`src/rtl/ap_ctrl_driver.sv`:
```
// ap_ctrl_driver: launches an ap_ctrl_hs / ap_ctrl_chain kernel a commanded number
// of times and streams the start-to-done latency of every invocation.
module ap_ctrl_driver #(
  parameter int CNT_W = 32,
  parameter int LAT_W = 32,
  parameter int DEPTH = 4
) (
  input  logic             clock,
  input  logic             reset,
  input  logic             cmd_valid,
  output logic             cmd_ready,
  input  logic [CNT_W-1:0] cmd_count,
  input  logic [15:0]      cmd_gap,
  output logic             ap_start,
  input  logic             ap_ready,
  input  logic             ap_done,
  output logic             ap_continue,
  output logic             res_valid,
  input  logic             res_ready,
  output logic [LAT_W-1:0] res_latency,
  output logic [CNT_W-1:0] res_index,
  output logic             busy,
  output logic             done_pulse,
  output logic             err_spurious,
  output logic [2:0]       dbg_state
);
  // Handshakes: a cmd transfers on cmd_valid & cmd_ready, a result on
  // res_valid & res_ready, a launch on ap_start & ap_ready and a completion on
  // ap_done & ap_continue; valid/start/done never drop before their transfer.

  localparam int AW = (DEPTH > 1) ? $clog2(DEPTH) : 1;
  localparam int OW = $clog2(DEPTH + 1);
  localparam logic [AW-1:0] PTR_LAST = AW'(DEPTH - 1);
  localparam logic [OW-1:0] OCC_FULL = OW'(DEPTH);

  typedef enum logic [2:0] {S_IDLE, S_START, S_GAP, S_DRAIN, S_FIN} state_t;

  state_t           state_q, state_d;
  logic [CNT_W-1:0] count_q, count_d;
  logic [15:0]      gap_q, gap_d;
  logic [15:0]      gap_cnt_q, gap_cnt_d;
  logic [CNT_W-1:0] issued_q, issued_d;
  logic [CNT_W-1:0] completed_q, completed_d;
  logic [LAT_W-1:0] cyc_q, cyc_d;
  logic [AW-1:0]    wr_ptr_q, wr_ptr_d;
  logic [AW-1:0]    rd_ptr_q, rd_ptr_d;
  logic [OW-1:0]    occ_q, occ_d;
  logic             pending_q, pending_d;
  logic             res_valid_q, res_valid_d;
  logic [LAT_W-1:0] res_latency_q, res_latency_d;
  logic [CNT_W-1:0] res_index_q, res_index_d;
  logic             err_q, err_d;
  logic [LAT_W-1:0] fifo_mem [DEPTH];

  logic accept, pop, push, issue;

  always_ff @(posedge clock) begin
    if (reset) begin
      state_q       <= S_IDLE;
      count_q       <= '0;
      gap_q         <= '0;
      gap_cnt_q     <= '0;
      issued_q      <= '0;
      completed_q   <= '0;
      cyc_q         <= '0;
      wr_ptr_q      <= '0;
      rd_ptr_q      <= '0;
      occ_q         <= '0;
      pending_q     <= 1'b0;
      res_valid_q   <= 1'b0;
      res_latency_q <= '0;
      res_index_q   <= '0;
      err_q         <= 1'b0;
    end else begin
      state_q       <= state_d;
      count_q       <= count_d;
      gap_q         <= gap_d;
      gap_cnt_q     <= gap_cnt_d;
      issued_q      <= issued_d;
      completed_q   <= completed_d;
      cyc_q         <= cyc_d;
      wr_ptr_q      <= wr_ptr_d;
      rd_ptr_q      <= rd_ptr_d;
      occ_q         <= occ_d;
      pending_q     <= pending_d;
      res_valid_q   <= res_valid_d;
      res_latency_q <= res_latency_d;
      res_index_q   <= res_index_d;
      err_q         <= err_d;
    end
  end

  always_ff @(posedge clock) begin
    if (push && !reset) fifo_mem[wr_ptr_q] <= cyc_q;
  end

  always_comb begin
    state_d       = state_q;
    count_d       = count_q;
    gap_d         = gap_q;
    gap_cnt_d     = gap_cnt_q;
    issued_d      = issued_q;
    completed_d   = completed_q;
    cyc_d         = cyc_q + LAT_W'(1);
    wr_ptr_d      = wr_ptr_q;
    rd_ptr_d      = rd_ptr_q;
    occ_d         = occ_q;
    pending_d     = pending_q;
    res_valid_d   = res_valid_q;
    res_latency_d = res_latency_q;
    res_index_d   = res_index_q;
    err_d         = err_q;

    ap_continue = !res_valid_q || res_ready;
    accept      = ap_done && ap_continue;
    pop         = accept && (occ_q != '0);
    // Once a timestamp is pushed, ap_start must hold until ap_ready even if the FIFO filled.
    ap_start    = (state_q == S_START) && ((occ_q < OCC_FULL) || pending_q);
    issue       = ap_start && ap_ready;
    push        = ap_start && !pending_q;

    if (ap_start) pending_d = !ap_ready;
    if (push) wr_ptr_d = (wr_ptr_q == PTR_LAST) ? '0 : wr_ptr_q + AW'(1);
    if (pop)  rd_ptr_d = (rd_ptr_q == PTR_LAST) ? '0 : rd_ptr_q + AW'(1);
    case ({push, pop})
      2'b10:   occ_d = occ_q + OW'(1);
      2'b01:   occ_d = occ_q - OW'(1);
      default: occ_d = occ_q;
    endcase

    if (accept && (occ_q == '0)) err_d = 1'b1;
    if (res_ready) res_valid_d = 1'b0;
    if (pop) begin
      res_valid_d   = 1'b1;
      res_latency_d = cyc_q - fifo_mem[rd_ptr_q];
      res_index_d   = completed_q;
      completed_d   = completed_q + CNT_W'(1);
    end
    if (issue) issued_d = issued_q + CNT_W'(1);

    case (state_q)
      S_IDLE: begin
        if (cmd_valid) begin
          count_d     = cmd_count;
          gap_d       = cmd_gap;
          issued_d    = '0;
          completed_d = '0;
          res_index_d = '0;
          state_d     = (cmd_count == '0) ? S_FIN : S_START;
        end
      end
      S_START: begin
        if (issue) begin
          // A kernel may raise ap_done with its last ap_ready; skip DRAIN then.
          if (issued_d == count_q) begin
            state_d = (completed_d == count_q) ? S_FIN : S_DRAIN;
          end else if (gap_q != '0) begin
            state_d   = S_GAP;
            gap_cnt_d = gap_q;
          end
        end
      end
      S_GAP: begin
        if (gap_cnt_q <= 16'd1) state_d = S_START;
        else gap_cnt_d = gap_cnt_q - 16'd1;
      end
      S_DRAIN: begin
        if (completed_d == count_q) state_d = S_FIN;
      end
      S_FIN:   state_d = S_IDLE;
      default: state_d = S_IDLE;
    endcase
  end

  assign cmd_ready    = (state_q == S_IDLE);
  assign busy         = (state_q != S_IDLE);
  assign done_pulse   = (state_q == S_FIN);
  assign res_valid    = res_valid_q;
  assign res_latency  = res_latency_q;
  assign res_index    = res_index_q;
  assign err_spurious = err_q;
  assign dbg_state    = state_q;
endmodule

```
`config.mk`:
```
export PLATFORM = sky130hd
export DESIGN_NAME = ap_ctrl_driver
export DESIGN_NICKNAME = d
export VERILOG_FILES = /design/src/rtl/ap_ctrl_driver.sv
export SDC_FILE = /design/constraint.sdc
export NUM_CORES = 1
export LEC_CHECK = 0
export CAP_MARGIN = 20
export CELL_PAD_IN_SITES_DETAIL_PLACEMENT = 1
export CELL_PAD_IN_SITES_GLOBAL_PLACEMENT = 2
export CORE_MARGIN = 2
export CORE_UTILIZATION = 41
export CTS_CLUSTER_SIZE = 24
export DETAILED_ROUTE_END_ITERATION = 8
export MAX_ROUTING_LAYER = met4
export PLACE_DENSITY = 0.83
export SYNTH_ARGS = -nofsm -noshare
export SYNTH_HDL_FRONTEND = slang
export SYNTH_SLANG_ARGS = --single-unit
export TNS_END_PERCENT = 30
```
`constraint.sdc`:
```
create_clock -name clock -period 8.4 [get_ports clock]
set_clock_uncertainty 0.1 [all_clocks]
set_input_delay 2.52 -clock clock [delete_from_list [all_inputs] [get_ports clock]]
set_output_delay 2.52 -clock clock [all_outputs]
set_load 0.03 [all_outputs]
```
==> flow_summary.json <==
{
  "status": "finished clean",
  "holdWs_ps": 350,
  "synthXorXnorAreaFrac": 0.0787,
  "synth_compound_area_frac": 0.121,
  "hp-class": "reg -> reg",
  "io_buffers": 127,
  "holdBufCountCts": 0,
  "dominantRegCellSynth": "dfxtp_1",
  "tightest_slew_ps": 935,
  "synth_top_area_frac": 0.266,
  "drc_errors": 0,
  "crit_type": "in -> reg",
  "p_leak_nw": 7.41,
  "reg2reg_to": "gap_cnt_q[15]$_SDFFE_PP0P_",
  "regToRegStartpoint": "issued_q[2]$_SDFF_PP0_",
  "syn_area_per_cell_um2": 9.55,
  "grt_usage": 0.250,
  "setup_viol": 0,
  "core-area_um2": 43200,
  "io_pins": 128,
  "muxShareOfSynthArea": 0.0418,
  "synth_edf_count": 128,
  "yosysTopAreaCell": "dfxtp_1",
  "path_cells": "clkdlybuf4s50_1 > nor3b_4 > and3_1 > nand4_4 > or4_1 > a221o_1 > or4_1 > or4_4 > o2111ai_4 > buf_4 > and2_1 > o32ai_1",
  "area_growth_pct": 18.0,
  "drt-pass1-iter-count": 5,
  "fin_nets": 2069,
  "yosys.cell_count.top_type": "nand2_1",
  "final_util": 0.492,
  "synthAdderAreaFrac": 0.0315,
  "max_slew_margin": 0.376,
  "powerDensity_nw_per_um2": 282,
  "drt-initial-drc-count": 768,
  "synth_warnings": 0,
  "grt_pass1_vias": 14900,
  "synthSimpleGateAreaFrac": 0.211,
  "synthTopCellsByCount": "nand2_1 (274), dfxtp_1 (239), a21oi_1 (175)",
  "critPathArrivalTime_ps": 7070,
  "rows": 76,
  "crit_path_max_fanout": 17,
  "die-area_um2": 45500,
  "slowest_stage": "and2_1",
  "syn_area_um2": 18000,
  "post-dp-hpwl_mm": 38.3,
  "crit_start": "ap_ready",
  "ys_async_sr_fraction": 0,
  "worstSetupEndpointType": "flop",
  "synth_seq_cells": 367,
  "via_per_inst": 5.62,
  "cts_made_buffers": 42,
  "ys_top_cells_by_area": "dfxtp_1 (27%), edfxtp_1 (21%), nand2_1 (5.7%)",
  "total_power_mw": 5.99,
  "wl_mm": 54.4,
  "worst-r2r-setup-slack_ps": 3290,
  "crit_top_cell": "or4_1",
  "drive_above_1_share": 0.0694,
  "cts_setup_buffers": 0,
  "start_util": 0.417,
  "synth_top_family_by_area": "simple AND/OR/NAND/NOR gates",
  "placed_area_um2": 19700,
  "antenna_left": 0,
  "overflow": 0,
  "fin_crit_sh": 0.803,
  "rsz0062_at_grt": "false",
  "cts_resized": 0,
  "tritoncts": "built",
  "synth_nets": 1980,
  "vias": 14500,
  "ir_drop_uv": 209,
  "n_fill_cell": 4885,
  "required_ps": 8720,
  "setup_tns_ps": 0,
  "syn-instance-count": 1882,
  "multi_input_area_um2": 8730,
  "antenna_cells": 0,
  "cp-start-kind": "input port",
  "clock_latency_ps": 590,
  "die_height_um": 213,
  "routedWlPerCell_um": 21.0,
  "clock_sinks": 367,
  "yosysSeqAreaShare": 0.480,
  "final_hold_viol_count": 0,
  "period_minus_slack_ps": 6750,
  "fmax_mhz": 148,
  "clockRootBuffer": "clkbuf_16",
  "grt_start_max_net_pins": 92,
  "drv_cap": 0,
  "routabilityCongestion": 0.913,
  "worstRegToRegCells": 11,
  "ys_types": 83,
  "fp.dieW_um": 213,
  "hold_path_startpoint": "res_index[30]$_SDFF_PP0_",
  "antenna_found_initial": 0,
  "cp-endpoint": "gap_cnt_q[15]$_SDFFE_PP0P_",
  "maxSlewViolCount": 0,
  "clk_path_buf_depth": 3,
  "critPathMaxStageDelay_ps": 630,
  "final_cell_area_um2": 21200,
  "regArea_um2": 8630,
  "grt_pass1_wl_mm": 85.6,
  "clk_pin_slew_worst_paths_ps": 60,
  "htree_levels": 2
}
area by class of cell:
| type | count | area share |
|---|---|---|
| clock buffers | 54 | 0.0531 |
| clock inverters | 22 | 0.0169 |
| inverters | 65 | 0.0115 |
| multi-input cells | 1351 | 0.412 |
| flip-flops and latches | 367 | 0.407 |
| well taps | 585 | 0.0345 |
| repair buffers | 144 | 0.0658 |
layer usage:
metal	global-route usage	wire length [um]	vias up
met5	-	0	-
met4	0.0809	1500	0
met3	0.0296	2140	82
met2	0.413	26500	294
met1	0.320	24300	7241
li1	-	-	6920
kinds of logic after synthesis:
family                     Yosys count
adders and majority gates           44
xor gates and xnor gates           149
and+or+nand+nor                    780
AOI/OAI and AO/OA                  343
muxes                               35
buffers and inverters              164
DFF                                367
worst max-delay path: cells and delay by family:
kind	cells	cell delay, ps
AO/OA/AOI/OAI	3	720
buffers and inverters	2	780
AND/OR/NAND/NOR	7	3050
metrics by stage:
step                      std cells  worst slack, ps
after floorplan                1882             2350
after global placement         2512             1130
after detailed placement       2512             1060
after CTS                      2588             1660
after global routing           2588             1410
final                          2588             1650
sequential cells by signal, summed over array words and instances, names as in the netlist, named ones only:
register / flops
pending_q: 1
occ_q: 3
cyc_q: 32
fifo_mem: 128
issued_q: 32
res_valid: 1
err_spurious: 1
res_latency: 32
completed_q: 32
dbg_state: 3
gap_q: 16
gap_cnt_q: 16
rd_ptr_q: 2
count_q: 32
wr_ptr_q: 2
res_index: 32
placed cells by master (no fill, tap or decap), drive strengths merged, types with 18 or more instances in the layout:
cell type,count
inv,67
clkdlybuf4s50,126
buf,18
nand3,52
mux4,32
a21o,23
nand4,40
clkbuf,54
nand2,274
xnor2,85
a21oi,175
nor3,45
ha,42
nand2b,29
dfxtp,239
and3,29
o21ai,28
nor4,33
edfxtp,128
xor2,56
and2,21
nor2,166
power by group:
part | internal [mW] | switching (mW) | leakage (nW) | total (mW)
combinational | 0.689 | 1.09 | 3.58 | 1.77
clock | 1.20 | 0.777 | 0.707 | 1.98
sequential | 2.02 | 0.217 | 3.13 | 2.23
total | 3.91 | 2.08 | 7.41 | 5.99
worst min path at each step:
stage                     cells past startpoint                      endpoint
after floorplan                               2      res_index[31]$_SDFF_PP0_
after global placement                        2  res_latency[23]$_SDFFE_PP0P_
after detailed placement                      2      res_index[30]$_SDFF_PP0_
after CTS                                     2      res_index[30]$_SDFF_PP0_
after global routing                          2  res_latency[17]$_SDFFE_PP0P_
final                                         2      res_index[30]$_SDFF_PP0_
Power figures use the tool's default switching activity.
